$ cat src/rtl/nr_divider.sv
// nr_divider: sequential non-restoring divider, 2N-bit dividend by N-bit
// divisor, N-bit quotient and remainder, signed or unsigned per operation.
//
// Ports:
//   clock        rising-edge clock
//   reset        asynchronous, active-high reset
//   start        request, sampled only while idle
//   signed_mode  1 = two's-complement operands/results, sampled with start
//   numerator    2N-bit dividend, sampled with start
//   denominator  N-bit divisor, sampled with start
//   quotient     registered N-bit quotient
//   remainder    registered N-bit remainder (sign follows dividend)
//   busy         high in every state except IDLE
//   done         high in IDLE
//   div_zero     last operation had a zero divisor
//   overflow     last operation's quotient did not fit in N bits
//
// state   | meaning
// IDLE    | waiting for start; results and flags hold
// ITER    | N non-restoring steps, one quotient bit per cycle
// CORRECT | merge last quotient bit, restore a negative remainder
// SIGN    | apply signs / range check (or early result) and write outputs

module nr_divider #(
  parameter int N = 8
) (
  input  logic           clock,
  input  logic           reset,
  input  logic           start,
  input  logic           signed_mode,
  input  logic [2*N-1:0] numerator,
  input  logic [N-1:0]   denominator,
  output logic [N-1:0]   quotient,
  output logic [N-1:0]   remainder,
  output logic           busy,
  output logic           done,
  output logic           div_zero,
  output logic           overflow
);

  localparam int CW = (N > 1) ? $clog2(N) : 1;
  localparam logic [N-1:0] POS_MAX = {1'b0, {(N-1){1'b1}}};
  localparam logic [N-1:0] NEG_MAX = {1'b1, {(N-1){1'b0}}};

  typedef enum logic [1:0] {
    IDLE    = 2'd0,
    ITER    = 2'd1,
    CORRECT = 2'd2,
    SIGN    = 2'd3
  } state_t;

  state_t state, state_next;

  // Upper N+1 bits hold the signed partial remainder; lower N bits start as
  // the low dividend half and fill with quotient bits as it shifts out.
  logic [2*N:0]   acc;
  logic           qbit;
  logic [CW-1:0]  count;
  logic [N-1:0]   den_mag;
  logic [N-1:0]   num_low;
  logic [N-1:0]   q_mag;
  logic [N-1:0]   r_mag;
  logic           q_neg;
  logic           r_neg;
  logic           signed_op;
  logic           early_zero;
  logic           early_ovf;

  logic           accept;
  logic           num_is_neg;
  logic           den_is_neg;
  logic [2*N-1:0] num_mag_in;
  logic [N-1:0]   den_mag_in;
  logic           early_zero_in;
  logic           early_ovf_in;
  logic [2*N:0]   shifted;
  logic [N:0]     step_hi;
  logic [N-1:0]   rem_fix;
  logic           range_ovf;

  assign accept        = (state == IDLE) && start;
  assign num_is_neg    = signed_mode && numerator[2*N-1];
  assign den_is_neg    = signed_mode && denominator[N-1];
  // The most negative value negates to itself, which read unsigned is the
  // correct magnitude.
  assign num_mag_in    = num_is_neg ? (~numerator + 1'b1) : numerator;
  assign den_mag_in    = den_is_neg ? (~denominator + 1'b1) : denominator;
  assign early_zero_in = (denominator == '0);
  assign early_ovf_in  = (num_mag_in[2*N-1:N] >= den_mag_in);

  // The add/subtract decision uses the sign before the shift; the shift may
  // wrap the N+1 bit window but the step result always lands in range.
  assign shifted = {acc[2*N-1:0], qbit};
  assign step_hi = acc[2*N] ? (shifted[2*N:N] + {1'b0, den_mag})
                            : (shifted[2*N:N] - {1'b0, den_mag});

  // Corrected remainder is in [0, divisor), so N bits of the sum suffice.
  assign rem_fix = acc[2*N] ? (acc[2*N-1:N] + den_mag) : acc[2*N-1:N];

  assign range_ovf = signed_op && (q_neg ? (q_mag > NEG_MAX) : (q_mag > POS_MAX));

  assign busy = (state != IDLE);
  assign done = (state == IDLE);

  always_ff @(posedge clock or posedge reset) begin
    if (reset) state <= IDLE;
    else       state <= state_next;
  end

  always_comb begin
    state_next = IDLE;
    case (state)
      IDLE: begin
        state_next = IDLE;
        if (start) state_next = (early_zero_in || early_ovf_in) ? SIGN : ITER;
      end
      ITER:    state_next = (count == '0) ? CORRECT : ITER;
      CORRECT: state_next = SIGN;
      SIGN:    state_next = IDLE;
      default: state_next = IDLE;
    endcase
  end

  always_ff @(posedge clock or posedge reset) begin
    if (reset) begin
      acc        <= '0;
      qbit       <= 1'b0;
      count      <= '0;
      den_mag    <= '0;
      num_low    <= '0;
      q_mag      <= '0;
      r_mag      <= '0;
      q_neg      <= 1'b0;
      r_neg      <= 1'b0;
      signed_op  <= 1'b0;
      early_zero <= 1'b0;
      early_ovf  <= 1'b0;
      quotient   <= '0;
      remainder  <= '0;
      div_zero   <= 1'b0;
      overflow   <= 1'b0;
    end else begin
      case (state)
        IDLE: begin
          if (accept) begin
            acc        <= {1'b0, num_mag_in};
            qbit       <= 1'b0;
            count      <= CW'(N - 1);
            den_mag    <= den_mag_in;
            num_low    <= numerator[N-1:0];
            q_neg      <= num_is_neg ^ den_is_neg;
            r_neg      <= num_is_neg;
            signed_op  <= signed_mode;
            early_zero <= early_zero_in;
            early_ovf  <= early_ovf_in;
            div_zero   <= 1'b0;
            overflow   <= 1'b0;
          end
        end
        ITER: begin
          acc   <= {step_hi, shifted[N-1:0]};
          qbit  <= ~step_hi[N];
          count <= count - 1'b1;
        end
        CORRECT: begin
          // Bit N-1 of the low half is the unused zero shifted in on the
          // first step; it drops out here.
          q_mag <= {acc[N-2:0], qbit};
          r_mag <= rem_fix;
        end
        SIGN: begin
          if (early_zero) begin
            quotient  <= '1;
            remainder <= num_low;
            div_zero  <= 1'b1;
          end else if (early_ovf || range_ovf) begin
            quotient  <= '1;
            remainder <= '0;
            overflow  <= 1'b1;
          end else begin
            quotient  <= q_neg ? (~q_mag + 1'b1) : q_mag;
            remainder <= r_neg ? (~r_mag + 1'b1) : r_mag;
          end
        end
        default: ;
      endcase
    end
  end

endmodule
$ cat config.mk
export PLATFORM = sky130hd
export DESIGN_NAME = nr_divider
export DESIGN_NICKNAME = d
export VERILOG_FILES = /design/src/rtl/nr_divider.sv
export SDC_FILE = /design/constraint.sdc
export NUM_CORES = 1
export LEC_CHECK = 0
export ABC_CLOCK_PERIOD_IN_PS = 2300
export BUFFER_PORTS_ARGS = -buffer_cell sky130_fd_sc_hd__buf_4
export CAP_MARGIN = 10
export CORE_MARGIN = 2
export CORE_UTILIZATION = 50
export CTS_CLUSTER_DIAMETER = 100
export DETAILED_ROUTE_END_ITERATION = 7
export GPL_TIMING_DRIVEN = 0
export MAX_ROUTING_LAYER = met4
export PLACE_DENSITY_LB_ADDON = 0.05
export SYNTH_ARGS = -nofsm -noshare
export SYNTH_HDL_FRONTEND = slang
export SYNTH_SLANG_ARGS = --single-unit
$ cat constraint.sdc
create_clock -name clock -period 2.3 [get_ports clock]
set_input_delay 0.345 -clock clock [delete_from_list [all_inputs] [get_ports clock]]
set_output_delay 0.345 -clock clock [all_outputs]
set_load 0.005 [all_outputs]
==> results of run 1 <==
==> synthesized netlist by cell type (all sizes together) (2+ instances only) <==
master / n / area share (%)
nand2b: 3 / 0.37
and2: 3 / 0.37
ha: 34 / 8.4
nor3b: 2 / 0.30
o21ai: 47 / 4.7
nand2: 53 / 4.0
o21bai: 2 / 0.30
dfrtp: 78 / 39
buf: 2 / 0.15
o221a: 2 / 0.45
clkbuf: 21 / 1.6
and3: 2 / 0.25
o31ai: 4 / 0.60
o311ai: 9 / 1.7
nor2: 47 / 3.5
mux2i: 15 / 3.0
a21oi: 39 / 3.9
mux2: 12 / 2.7
a21o: 3 / 0.45
nor2b: 7 / 0.87
nor3: 13 / 1.3
o211ai: 2 / 0.30
a211oi: 4 / 0.60
nand3: 9 / 0.89
or3: 2 / 0.25
a41oi: 3 / 0.52
a31oi: 17 / 2.1
o22ai: 4 / 0.50
xor2: 25 / 4.3
fa: 2 / 0.80
o41ai: 2 / 0.35
xnor2: 19 / 3.3
a22oi: 2 / 0.30
nor4: 4 / 1.1
inv: 24 / 1.8
o21a: 12 / 1.8
or4: 3 / 0.45
nand4: 2 / 0.25
==> registers in the layout, summed over array words and instances, names as in the netlist, 2 cells and up <==
name	count
q_mag	8
acc	17
count	3
remainder	8
r_mag	8
quotient	8
den_mag	8
state	2
num_low	8
==> critical path, cell delays in order, from the launching register on <==
cell and delay [ns]:
dfrtp_2 0.44, inv_2 0.08, ha_4 0.20, mux2_4 0.30, fa_2 0.40, a211oi_2 0.24
o211ai_1 0.13, nand2_1 0.12, xnor2_2 0.10, a22o_1 0.21
==> timing repair <==
item	CTS	global route
setup buffers	5	12
pin swaps	11	23
gates resized for setup	16	28
endpoints found under the setup margin	9	9
hold buffers	0	0
==> layout make-up <==
class                   instances  area [um2]  area share (%)
repair buffers                 65         500            8.23
multi-input cells             424        3090            50.7
clock inverters                 7        66.3            1.09
well taps                     133         166            2.74
clock buffers                   9         124            2.04
flip-flops and latches         78        1960            32.2
plain buffers                  22        86.3            1.42
inverters                      24        93.8            1.54
==> stage by stage <==
stage	setup TNS, ns	worst slack [ns]	hold slack, ns	area (um2)	total power, W
after CTS	0	0.00514	0.191	5870	0.00906
after detailed placement	-2.38	-0.500	0.458	5590	0.00783
after global routing	-0.359	-0.0861	0.222	6080	0.0106
after global placement	-2.34	-0.469	0.454	5570	0.00770
final	-0.0297	-0.0227	0.161	6080	0.00974
after floorplan	0	0.0237	0.440	5050	0.00631
==> layer usage <==
metal	up-vias	wire (um)	track usage (%)
met1	2121	6360	36.5
met3	31	637	3.45
li1	2130	-	-
met4	0	308	8.11
met5	-	0	-
met2	135	5880	38.5
==> final timing paths <==
check	startpoint	end	slack [ns]	cells after the start
setup / recovery	den_mag[0]$_DFFE_PP0P_	qbit$_DFFE_PP0P_	-0.02	9
hold reg to reg	count[0]$_DFFE_PP0P_	count[0]$_DFFE_PP0P_	0.47	1
setup reg to reg	den_mag[0]$_DFFE_PP0P_	qbit$_DFFE_PP0P_	-0.02	9
hold / removal	reset	r_mag[6]$_DFFE_PP0P_	0.16	2
min in group clock	start	signed_op$_DFFE_PP0P_	0.28	3
max in group asynchronous	reset	count[0]$_DFFE_PP0P_	1.47	3
==> kinds of logic after synthesis <==
group	after synthesis	synth area share, %
and+or+nand+nor	159	15.6
buffers and inverters	47	3.50
AOI/OAI and AO/OA	158	19.6
adders and majority gates	36	9.24
xor gates and xnor gates	44	7.65
DFF	78	38.8
muxes	27	5.66
==> power groups by stage <==
stage	Sequential, W	Combinational [W]	Clock (W)
after CTS	0.00269	0.00536	0.00102
final	0.00271	0.00603	0.000999
after global placement	0.00267	0.00503	0
after floorplan	0.00248	0.00383	0
after global routing	0.00278	0.00673	0.00107
after detailed placement	0.00270	0.00513	0
==> flow_summary.yaml, run 1 <==
synth:
  postSynthAreaPerCell_um2: 9.17
  synth_area_mm2: 0.00504
  synth_seq_cells: 78
  synthCells: 549
  async_reset_ff_share_pct: 100
  yosys.cell_types.count: 57
  synth_top_flop_cell: "dfrtp_1"
  yosysSeqAreaShare_pct: 38.8
  yosysWarnings: 0
  synth_edf_count: 0
  synth_nets: 613
die:
  die_w_um: 104
  chipHeight_um: 104
  num_rows: 36
  coreArea_mm2: 0.00977
  die-area_mm2: 0.0109
  start_util_pct: 51.5
  io_pins: 48
place:
  place.gp.congestion: 0.866
  dp_cells: 730
  io_buffers: 47
  dp_hpwl_um: 10100
power_and_ir_drop:
  p_int_w: 0.00529
  cellLeakagePower_nw: 2.66
  swShare_pct: 45.7
  comb_power_share_pct: 61.9
  power.density_mw_per_mm2: 1600
  p_switching_w: 0.00446
  pwr-share-clk_pct: 10.3
  seq_power_share_pct: 27.8
  vdd_drop_max_mv: 0.720
cts:
  numCtsBuffers: 9
  worstSkewPairLatency_ns: 0.36
  cts.sinks: 78
  clock_path_buffers: 2
  clk_pin_slew_worst_paths_ns: 0.09
  tritoncts: "built"
  ctsRootBufferMaster: "clkbuf_8"
  h-tree-depth: 3
timing:
  worst_slew_pin_slew_ns: 0.894
  finalSetupViolCount: 2
  relSlewSlack_pct: 40.3
  max_freq_mhz: 431
  finalMaxSlewViolations: 0
  period_share_pct: 101
  setup_ws_ns: -0.0227
  hold_viol: 0
  fin_crit_ns: 2.32
  clock-skew-final_ns: 0.0137
  rsz0062_at_grt: "true"
detailed_routing:
  drc: 0
  drt_pass1_iterations: 5
  wl_per_cell_um: 17.3
  drtIter0Drc: 248
  drt-vias-per-instance: 5.80
  antenna_left: 0
  routed_wl_um: 13200
  via_count: 4417
critical_path:
  startpoint_type: "register"
  path_max_fanout: 3
  cp.arrival_ns: 2.57
  criticalPathCategory: "register to register"
  worst_setup_path_end_kind: "register"
  required_ns: 2.54
layout:
  final_common_cell: "dfrtp_1"
  fin_nets: 688
  layout_common_cells: "dfrtp_1, buf_4, nand2_1"
  utilization_pct: 62.2
  drive_above_1_share_pct: 21.6
  num_antenna_cells: 0
  synthToLayoutAreaGrowth_pct: 20.7
  fillerInstances: 827
  fin_cells: 762
hold_path:
  hold_path.class: "primary input to asynchronous set/reset pin"
global_routing:
  antenna_found_initial: 0
  grt_max_degree: 42
  grt_pass1_wl_um: 21900
  grt_usage_pct: 25.8
  overflow: 0
  first_global_vias: 4304
flow_run:
  cap_violations: 0
run_status:
  violations: "setup timing"
  outcome: "finished, violations left"
Note: power is estimated with default switching activity, not from simulation.
==> inputs of run 2 (changes only) <==
Settings changed: ABC_CLOCK_PERIOD_IN_PS 2300 to 2390, SLEW_MARGIN set to 30.
Clock period 2.3 ns to 2.39 ns, I/O delays scaled along.
==> flow_summary.yaml, run 2 (synthesis gave the netlist of run 1 again) <==
die:
  coreArea_mm2: 0.00977
  io_pins: 48
  num_rows: 36
  chipHeight_um: 104
  die_w_um: 104
  die-area_mm2: 0.0109
  start_util_pct: 51.5
global_routing:
  grt_usage_pct: 25.9
  grt_pass1_wl_um: 21500
  overflow: 0
  grt_max_degree: 50
  first_global_vias: 4066
  antenna_found_initial: 0
detailed_routing:
  drc: 0
  drt_pass1_iterations: 5
  wl_per_cell_um: 17.8
  drtIter0Drc: 232
  antenna_left: 0
  drt-vias-per-instance: 5.79
  routed_wl_um: 13500
  via_count: 4396
timing:
  finalMaxSlewViolations: 0
  setup_ws_ns: 0.0726
  holdWs_ns: 0.0762
  worst_slew_pin_slew_ns: 0.777
  max_freq_mhz: 432
  clock-skew-final_ns: 0.0114
  period_share_pct: 97.0
  hold_viol: 0
  finalSetupViolCount: 0
  rsz0062_at_grt: "true"
  fin_crit_ns: 2.32
  relSlewSlack_pct: 48.0
place:
  dp_hpwl_um: 10100
  place.gp.congestion: 0.874
  io_buffers: 47
  place_ws_ns: -0.662
critical_path:
  path_max_fanout: 7
  worst_setup_path_end_kind: "register"
  r2r_start: "den_mag[0]$_DFFE_PP0P_"
  critPathLaunch: "numerator[0]"
  reg2reg_to: "qbit$_DFFE_PP0P_"
  crit_path_end: "state[1]$_DFF_PP0_"
  required_ns: 2.61
  reg2regPathDepth: 9
  startpoint_type: "primary input"
  criticalPathCategory: "primary input to register"
  cp.arrival_ns: 2.54
  r2r_setup_slack_ns: 0.09
layout:
  drive_above_1_share_pct: 20.1
  synthToLayoutAreaGrowth_pct: 19.8
  top_register: "acc"
  layout_common_cells: "dfrtp_1, buf_4, nand2_1"
  fin_nets: 686
  final_common_cell: "dfrtp_1"
  num_antenna_cells: 0
  largest_reg_flops: 17
cts:
  h-tree-depth: 3
  tritoncts: "built"
  cts.sinks: 78
  numCtsBuffers: 9
  clk_pin_slew_worst_paths_ns: 0.09
  worstSkewPairLatency_ns: 0.36
  clock_path_buffers: 2
  ctsRootBufferMaster: "clkbuf_8"
  cts_hold_buf: 0
flow_run:
  cap_violations: 0
power_and_ir_drop:
  p_switching_w: 0.00421
  power.density_mw_per_mm2: 1550
  p_int_w: 0.00512
  vdd_drop_max_mv: 0.752
  comb_power_share_pct: 60.8
  pwr-share-clk_pct: 10.9
  seq_power_share_pct: 28.3
  swShare_pct: 45.1
  cellLeakagePower_nw: 2.66
hold_path:
  hold_path.class: "primary input to asynchronous set/reset pin"
run_status:
  outcome: "completed"
==> run 2: power by group through the flow <==
| stage | Clock [W] | Combinational [W] | Sequential [W] |
|---|---|---|---|
| floorplan | 0 | 0.00368 | 0.00239 |
| global placement | 0 | 0.00482 | 0.00258 |
| detailed placement | 0 | 0.00493 | 0.00261 |
| CTS | 0.00102 | 0.00509 | 0.00260 |
| global route | 0.00108 | 0.00630 | 0.00272 |
| finish | 0.00102 | 0.00567 | 0.00264 |
==> run 2: per-stage QoR <==
stage               instances  power (W)  cell area [um2]  utilization [%]  setup TNS (ns)
detailed placement        730    0.00754             5580             57.1           -3.45
CTS                       746    0.00871             5820             59.5               0
global route              759     0.0101             6030             61.7         -0.0759
floorplan                 549    0.00607             5040                -               0
global placement          729    0.00740             5560             56.8          -70.14
finish                    759    0.00933             6030             61.7               0
==> run 2: worst min-delay path by stage <==
stage                              start                  endpoint  slack [ns]  cells past startpoint
finish                             reset      r_mag[6]$_DFFE_PP0P_        0.08                      2
global route                       reset  remainder[6]$_DFFE_PP0P_        0.12                      2
CTS                                reset      r_mag[6]$_DFFE_PP0P_         0.1                      2
detailed placement  count[0]$_DFFE_PP0P_      count[0]$_DFFE_PP0P_        0.46                      1
global placement    count[0]$_DFFE_PP0P_      count[0]$_DFFE_PP0P_        0.45                      1
floorplan           count[0]$_DFFE_PP0P_      count[0]$_DFFE_PP0P_        0.44                      1
==> run 2: layer usage <==
layer	vias to the layer above	wire length [um]	GRT usage (%)
met5	-	0	-
met4	0	285	7.53
met3	25	627	4.32
met2	119	6210	39.4
met1	2127	6420	35.7
li1	2125	-	-
==> run 2: area by class of cell <==
type                    count  area (um2)
plain buffers              22        86.3
multi-input cells         424        3050
well taps                 133         166
clock inverters             5        60.1
inverters                  24        92.6
repair buffers             63         485
clock buffers              10         138
flip-flops and latches     78        1960
fillers                   873        3740
==> run 2: worst max-delay path, stage by stage <==
cell and delay (ns):
buf_4 0.13, inv_1 0.06, ha_1 0.18, nor3b_4 0.32, a31oi_1 0.15, xnor2_1 0.30
ha_1 0.29, nand2b_1 0.14, a21oi_1 0.13, o21ai_0 0.16, a21oi_2 0.21, o22ai_1 0.12
==> run 2: repair_timing <==
item / CTS / global route
pin swaps: 3 / 19
setup buffers: 2 / 13
gates resized for setup: 8 / 33
endpoints found under the setup margin: 9 / 8
==> inputs of run 3 (changes only) <==
Settings changed: CORE_MARGIN 2 to 3, PLACE_DENSITY set to 0.69, PLACE_DENSITY_LB_ADDON 0.05 to not set.
==> flow_summary.yaml, run 3 (synthesis gave the netlist of run 1 again) <==
die:
  chipHeight_um: 106
  die-area_mm2: 0.0113
  start_util_pct: 51.5
  die_w_um: 106
  io_pins: 48
  num_rows: 36
  coreArea_mm2: 0.00977
global_routing:
  grt_usage_pct: 24.7
  overflow: 0
  grt_max_degree: 52
  grt_pass1_wl_um: 21300
  antenna_found_initial: 0
  first_global_vias: 4258
cts:
  cts_hold_buf: 0
  h-tree-depth: 3
  worstSkewPairLatency_ns: 0.36
  numCtsBuffers: 9
  ctsRootBufferMaster: "clkbuf_8"
  clk_pin_slew_worst_paths_ns: 0.08
  tritoncts: "built"
  clock_path_buffers: 2
  cts.sinks: 78
layout:
  layout_common_cells: "dfrtp_1, buf_4, nand2_1"
  num_antenna_cells: 0
  top_register: "acc"
  synthToLayoutAreaGrowth_pct: 20.4
  utilization_pct: 62.1
  final_common_cell: "dfrtp_1"
  largest_reg_flops: 17
  design_area_mm2: 0.00607
  fillerInstances: 853
  drive_above_1_share_pct: 22.1
  fin_nets: 689
timing:
  finalMaxSlewViolations: 0
  worst_slew_pin_slew_ns: 0.644
  setup_tns_ns: 0
  clock-skew-final_ns: 0.0161
  finalSetupViolCount: 0
  max_freq_mhz: 420
  period_share_pct: 99.6
  relSlewSlack_pct: 57.1
  holdWs_ns: 0.0884
  hold_viol: 0
  fin_crit_ns: 2.38
power_and_ir_drop:
  cellLeakagePower_nw: 2.67
  power_w: 0.00965
  power.density_mw_per_mm2: 1590
  vdd_drop_max_mv: 0.839
hold_path:
  hold_path.class: "primary input to asynchronous set/reset pin"
detailed_routing:
  wl_per_cell_um: 17.8
  routed_wl_um: 13600
  drc: 0
  antenna_left: 0
  via_count: 4450
  drtIter0Drc: 275
  drt-vias-per-instance: 5.83
  drt_pass1_iterations: 6
critical_path:
  path_max_fanout: 5
  criticalPathCategory: "register to register"
  cp.arrival_ns: 2.61
  r2r_setup_slack_ns: 0.009
  startpoint_type: "register"
  worst_setup_path_end_kind: "register"
  required_ns: 2.62
run_status:
  outcome: "completed"
place:
  place.gp.congestion: 0.890
  place_area_mm2: 0.00558
  dp_hpwl_um: 10200
  io_buffers: 47
flow_run:
  cap_violations: 0
## run 3: cell type report
cell class	count	area [um2]	area share [%]
multi-input cells	424	3070	50.6
flip-flops and latches	78	1960	32.3
repair buffers	66	508	8.37
well taps	133	166	2.74
clock buffers	9	124	2.04
inverters	24	95.1	1.57
plain buffers	22	87.6	1.44
clock inverters	7	56.3	0.928
## run 3: critical path, stage by stage (launching register included)
cell     delay [ns]
dfrtp_2        0.47
nor3_4         0.23
and3_4         0.21
nor2_2         0.05
xnor2_2        0.13
ha_2           0.40
nor2_4         0.06
o21ai_0        0.22
nand2_1        0.13
xnor2_2        0.25
o21ai_0        0.10
## run 3: layer usage
metal	global-route usage (%)	share of wire, %	vias to the layer above
li1	-	-	2136
met1	32.6	45	2135
met2	39.5	47	153
met3	3.64	5.5	26
met4	8.14	2.4	0
met5	-	0	-
## run 3: per-stage QoR
stage	cells	setup WS, ns
after floorplan	549	0.00182
after CTS	747	-0.0472
after global placement	729	-0.856
after detailed placement	730	-0.748
final	763	0.00857
after global routing	763	-0.123
## run 3: repair_timing
action / 4_1_cts / 5_1_grt
resized for setup: 13 / 36
pin swaps: 5 / 27
endpoints found under the hold margin: 0 / 0
setup buffers: 2 / 16
setup endpoints to repair: 9 / 8
## run 3: report_power, final
part / internal [W] / total [W] / switching, W / leakage (nW)
clock network: 0.000388 / 0.000918 / 0.000530 / 0.0902
registers: 0.00197 / 0.00262 / 0.000654 / 0.930
logic: 0.00287 / 0.00611 / 0.00324 / 1.65
## run 3: final timing paths
kind | start | endpoint | cells past startpoint
setup / recovery | den_mag[2]$_DFFE_PP0P_ | acc[16]$_DFFE_PP0P_ | 10
hold / removal | reset | r_mag[6]$_DFFE_PP0P_ | 2
min in group clock | numerator[0] | num_low[0]$_DFFE_PP0P_ | 3
max in group asynchronous | reset | den_mag[4]$_DFFE_PP0P_ | 3
setup reg to reg | den_mag[2]$_DFFE_PP0P_ | acc[16]$_DFFE_PP0P_ | 10
hold reg to reg | count[0]$_DFFE_PP0P_ | count[0]$_DFFE_PP0P_ | 1
